`config.mk`:
```
export PLATFORM = sky130hd
export DESIGN_NAME = crop_xwindow
export DESIGN_NICKNAME = d
export VERILOG_FILES = /design/src/rtl/crop_xwindow_pkg.sv /design/src/rtl/crop_xwindow_frame_pos_counter.sv /design/src/rtl/crop_xwindow.sv
export SDC_FILE = /design/constraint.sdc
export NUM_CORES = 1
export LEC_CHECK = 0
export ABC_AREA = 1
export CELL_PAD_IN_SITES_DETAIL_PLACEMENT = 1
export CELL_PAD_IN_SITES_GLOBAL_PLACEMENT = 2
export CORE_MARGIN = 4
export CORE_UTILIZATION = 30
export DETAILED_ROUTE_END_ITERATION = 8
export PLACE_DENSITY_LB_ADDON = 0.1
export SLEW_MARGIN = 10
export SYNTH_ARGS = -nofsm -noshare
export SYNTH_HDL_FRONTEND = slang
export SYNTH_SLANG_ARGS = --single-unit
```
`constraint.sdc`:
```
create_clock -name iCLK -period 4.5 [get_ports iCLK]
set_input_delay 1.35 -clock iCLK [delete_from_list [all_inputs] [get_ports iCLK]]
set_output_delay 1.35 -clock iCLK [all_outputs]
set_load 0.02 [all_outputs]
```
`src/rtl/crop_xwindow_pkg.sv`:
```
// Shared frame constants, coordinate type and FSM state encoding for the
// crop-start finder and the crop window stages.
package crop_pkg;
  localparam int FRAME_W      = 640;
  localparam int FRAME_H      = 480;
  localparam int COORD_W      = 16;
  localparam int DEF_CROP_W   = 320;
  localparam int DEF_XSTART_C = 160;

  typedef logic [COORD_W-1:0] coord_t;

  typedef enum logic [0:0] {
    S_IDLE = 1'b0,
    S_RUN  = 1'b1
  } state_e;
endpackage

```
`src/rtl/crop_xwindow_frame_pos_counter.sv`:
```
// Valid-gated raster position counter: X/Y of the current input pixel plus
// a combinational flag marking the last pixel of the frame.
module frame_pos_counter
  import crop_pkg::*;
#(
  parameter int H_ACT = FRAME_W,
  parameter int V_ACT = FRAME_H
) (
  input  logic   clk_i,
  input  logic   rst_i,
  input  logic   dval_i,
  output coord_t x_o,
  output coord_t y_o,
  output logic   frame_end_o
);

  coord_t x_q, x_d;
  coord_t y_q, y_d;
  logic   x_last_s, y_last_s;

  always_comb begin
    x_last_s    = (x_q == coord_t'(H_ACT - 1));
    y_last_s    = (y_q == coord_t'(V_ACT - 1));
    frame_end_o = dval_i & x_last_s & y_last_s;
    x_d         = x_q;
    y_d         = y_q;
    if (dval_i) begin
      if (x_last_s) begin
        x_d = '0;
        y_d = y_last_s ? '0 : (y_q + 16'd1);
      end else begin
        x_d = x_q + 16'd1;
      end
    end
  end

  always_ff @(posedge clk_i) begin
    if (rst_i) begin
      x_q <= '0;
      y_q <= '0;
    end else begin
      x_q <= x_d;
      y_q <= y_d;
    end
  end

  assign x_o = x_q;
  assign y_o = y_q;

endmodule

```
`src/rtl/crop_xwindow.sv`:
```
// Forwards the fixed-size window [xs, xs+CROP_W) x [Y_START, Y_START+CROP_H)
// of the pixel stream with window-relative coordinates and frame strobes.
module crop_xwindow
  import crop_pkg::*;
#(
  parameter int DW         = 10,
  parameter int H_ACT      = FRAME_W,
  parameter int V_ACT      = FRAME_H,
  parameter int CROP_W     = DEF_CROP_W,
  parameter int Y_START    = 0,
  parameter int CROP_H     = FRAME_H,
  parameter int DEF_XSTART = DEF_XSTART_C
) (
  input  logic          iCLK,
  input  logic          iRST,
  input  logic          iDVAL,
  input  logic [DW-1:0] iDATA,
  input  logic [15:0]   iXSTART,
  output logic          oDVAL,
  output logic [DW-1:0] oDATA,
  output logic [15:0]   oX,
  output logic [15:0]   oY,
  output logic          oSOF,
  output logic          oEOF,
  output logic          oCLAMP
);

  localparam coord_t XS_MAX = coord_t'(H_ACT - CROP_W);

  coord_t x_s, y_s;
  logic   frame_end_s;

  frame_pos_counter #(
    .H_ACT (H_ACT),
    .V_ACT (V_ACT)
  ) u_pos (
    .clk_i       (iCLK),
    .rst_i       (iRST),
    .dval_i      (iDVAL),
    .x_o         (x_s),
    .y_o         (y_s),
    .frame_end_o (frame_end_s)
  );

  state_e        state_q, state_d;
  coord_t        xs_q, xs_d;
  logic          clamp_q, clamp_d;
  coord_t        xs_new_s, xs_eff_s, dx_s, dy_s;
  logic          clamp_new_s, in_win_s;
  logic          dval_q, dval_d;
  logic [DW-1:0] data_q, data_d;
  coord_t        ox_q, ox_d, oy_q, oy_d;
  logic          sof_q, sof_d, eof_q, eof_d;

  always_comb begin
    if (iXSTART == 16'd0) begin
      xs_new_s    = coord_t'(DEF_XSTART);
      clamp_new_s = 1'b0;
    end else if (iXSTART > XS_MAX) begin
      xs_new_s    = XS_MAX;
      clamp_new_s = 1'b1;
    end else begin
      xs_new_s    = iXSTART;
      clamp_new_s = 1'b0;
    end

    state_d = state_q;
    xs_d    = xs_q;
    clamp_d = clamp_q;
    case (state_q)
      S_IDLE: begin
        if (iDVAL) begin
          xs_d    = xs_new_s;
          clamp_d = clamp_new_s;
          state_d = frame_end_s ? S_IDLE : S_RUN;
        end else begin
          state_d = S_IDLE;
        end
      end
      S_RUN: begin
        if (frame_end_s) begin
          state_d = S_IDLE;
        end else begin
          state_d = S_RUN;
        end
      end
      default: state_d = S_IDLE;
    endcase

    // The first pixel of a frame is judged against the xs latched this cycle.
    // Offsets below the window wrap to large values and fail the range test.
    xs_eff_s = (state_q == S_IDLE) ? xs_new_s : xs_q;
    dx_s     = x_s - xs_eff_s;
    dy_s     = y_s - coord_t'(Y_START);
    in_win_s = (dx_s < coord_t'(CROP_W)) && (dy_s < coord_t'(CROP_H));

    dval_d = iDVAL & in_win_s;
    data_d = data_q;
    ox_d   = ox_q;
    oy_d   = oy_q;
    if (dval_d) begin
      data_d = iDATA;
      ox_d   = dx_s;
      oy_d   = dy_s;
    end else begin
      data_d = data_q;
    end
    sof_d = dval_d & (dx_s == 16'd0) & (dy_s == 16'd0);
    eof_d = dval_d & (dx_s == coord_t'(CROP_W - 1)) & (dy_s == coord_t'(CROP_H - 1));
  end

  always_ff @(posedge iCLK) begin
    if (iRST) begin
      state_q <= S_IDLE;
      xs_q    <= coord_t'(DEF_XSTART);
      clamp_q <= 1'b0;
      dval_q  <= 1'b0;
      data_q  <= '0;
      ox_q    <= '0;
      oy_q    <= '0;
      sof_q   <= 1'b0;
      eof_q   <= 1'b0;
    end else begin
      state_q <= state_d;
      xs_q    <= xs_d;
      clamp_q <= clamp_d;
      dval_q  <= dval_d;
      data_q  <= data_d;
      ox_q    <= ox_d;
      oy_q    <= oy_d;
      sof_q   <= sof_d;
      eof_q   <= eof_d;
    end
  end

  assign oDVAL  = dval_q;
  assign oDATA  = data_q;
  assign oX     = ox_q;
  assign oY     = oy_q;
  assign oSOF   = sof_q;
  assign oEOF   = eof_q;
  assign oCLAMP = clamp_q;

endmodule

```
==> flow_summary.toml <==
[sta]
maxSlewViolCount = 0
finalSetupViolations = 0
period_minus_slack_ps = 4340
hold_viol_final = 0
fin_crit_sh = 0.965
setup_slack_ps = 157
finalClockSkew_ps = 11.1
setup_tns_ps = 0
fmax_mhz = 230
slew-limit-headroom = 0.640
timing_worst_slew_pin_value_ps = 539

[power]
power_w = 0.00202
irDropWorstVdd_mv = 0.164
power_switching_w = 0.000540
p_seq_frac = 0.424
leakage_nw = 3.53
combinationalPowerShare = 0.149
p_int_w = 0.00148
powerDensity_nw_per_um2 = 267
power_frac_clock = 0.428
sw_frac_of_total = 0.267

[synth]
synth-seq-area-share = 0.355
synth_commonest_cells = "nand2_1, inv_1, nor2_1, dfxtp_1, nand3_1"
ys_top_cells_by_area = "dfxtp_1, nand2_1, inv_1, nor2_1, ha_1"
synthesis.area_sq_um = 5350
synth_cell_types = 44
synth_cells = 815
yosysWarnings = 0
ys_ff_latch = 95
async_reset_ff_frac = 0
syn_nets = 863
synth_top_area_share = 0.355
synth_top_cell_by_area = "dfxtp_1"
synth-main-ff-cell = "dfxtp_1"
syn_area_per_cell_sq_um = 6.57
synth_most_common_cell = "nand2_1"
synth_edf_count = 0

[global_route]
grt_overflow = 0
gr-usage-all-layers = 0.175
grt_pass1_wl_um = 28400
grt_pass1_vias = 5626
grt_max_degree = 43
antenna_found_initial = 0

[routing]
wl_um = 18100
wl_per_cell_um = 15.3
drc = 0
vias_per_cell = 4.69
first_iter_violations = 195
postRouteAntennaNets = 0
routed-via-count = 5549
dr.pass1.iters = 6

[clock_tree]
path_clk_slew_ps = 70
cts_hold_buffers = 0
cts_max_level = 3
cts_buffers = 9
cts_tree = "built"
clock_path_buffers = 2
cts-root-buf = "clkbuf_16"
clock_latency_ps = 350
cts_sinks = 95

[floorplanning]
coreArea_sq_um = 17400
rows = 48
initial_utilization = 0.307
die_w_um = 142
die_h_um = 142
io_pins = 75
dieArea_sq_um = 20000

[hold_path]
hold_start = "xs_q[13]"
worstHoldPathType = "reg -> reg"

[run]
maxCapViolations = 0

[placement]
io_buffer_count = 74
dp.final_hpwl_um = 13600
routabilityCongestion = 0.844
pre_cts_ws_ps = -898

[setup_path]
crit_start = "iXSTART[14]"
crit_fanout = 11
r2r_start = "state_q"
start_kind = "input pin"
cp.arrival_ps = 4590
worstSetupPathType = "in -> reg"
end_kind = "flip-flop"
cp.required_ps = 4740

[outcome]
outcome = "completed"

[finish]
drive_gt1_frac = 0.214
diodes = 0
finalNetCount = 1001
syn_to_final_growth_pct = 41.7
==> metal layers <==
metal | wire [um] | GRT usage | vias to the layer above
met4 | 277 | 0.0505 | 0
li1 | - | - | 2825
met2 | 8850 | 0.298 | 88
met3 | 668 | 0.0276 | 18
met1 | 8260 | 0.229 | 2618
met5 | 0 | 0 | -
==> power by group through the flow <==
stage	sequential, W	combinational (W)	clock [W]
finish	0.000858	0.000301	0.000866
global placement	0.000876	0.000260	0
CTS	0.000857	0.000273	0.000894
global route	0.000859	0.000329	0.000934
detailed placement	0.000876	0.000263	0
floorplan	0.000873	0.000122	0
==> cell usage in the layout, fill, tap and decap left out, drive strengths merged <==
cell           instances
nor3                  14
and2                   4
xnor2                  9
inv                  130
mux2i                  1
dlygate4sd2            2
bufinv                 2
o21a                   2
fa                     1
buf                   72
clkdlybuf4s15          1
a21oi                 34
a21boi                 1
dlymetal6s2s           8
o211ai                 2
a31oi                  3
o22ai                  1
or3                    1
nand3b                 1
nand3                 55
and3                   1
ha                    18
clkbuf                13
o21ai                 24
a221oi                 2
nor3b                  4
dfxtp                 95
nor4                  11
nand4                 18
or2                    2
clkdlybuf4s50         60
nand2                235
xor2                   8
nor2                 122
==> metrics by stage <==
stage	hold WS [ps]	util	cells	instance area [sq um]
floorplan	419	-	815	5350
global placement	427	0.384	1146	6690
detailed placement	439	0.384	1146	6690
CTS	452	0.411	1169	7160
global route	465	0.436	1182	7590
finish	447	0.436	1182	7590
==> worst max-delay path: stages <==
cell and delay, ps:
clkdlybuf4s50_1 460, nor4_4 210, nand2_4 140, buf_6 150, o21ai_4 130, mux2i_1 100
ha_1 430, nand2_2 160, nor2_4 140, and2_1 170, nand2_2 90, nand2_2 90
nand2_1 60, nand2_1 90, nand2_2 60, nor2_4 110, nand3_4 170, nand2_8 140
buf_12 130, nor2_2 40, and2_1 150
==> sequential cells by signal (all words and copies together) (netlist names) <==
name,count
oDVAL,1
u_pos.y_o,16
oDATA,10
oY,16
oX,16
oEOF,1
state_q,1
oSOF,1
xs_q,16
u_pos.x_o,16
oCLAMP,1
==> kinds of logic after synthesis <==
logic type	share of synthesized area
mux	0.00187
xor+xnor	0.0292
fa+ha+maj	0.0458
simple gates	0.387
compound gates	0.0692
flops	0.355
buf+inv	0.112
==> layout make-up <==
cell class | count | area [sq um]
fill | 2227 | 9830
sequential | 95 | 1900
inverter | 126 | 478
clock buffer | 9 | 225
clock inverter | 6 | 97.6
tap | 225 | 282
timing repair buffer | 147 | 1400
multi-input combinational | 574 | 3200
==> final timing paths <==
check / endpoint / slack [ps] / cells past startpoint
worst max register to register: oDATA[7] / 1050 / 23
worst max-delay path: oSOF / 160 / 21
worst min register to register: xs_q[13] / 450 / 2
worst min-delay path: xs_q[13] / 450 / 2
==> repair_timing <==
item	CTS	global route
buffers inserted	8	9
gates cloned	0	4
pin swaps	17	45
setup endpoints to repair	45	45
gates resized for setup	38	89
No activity file was read; power rests on OpenSTA's default activity.
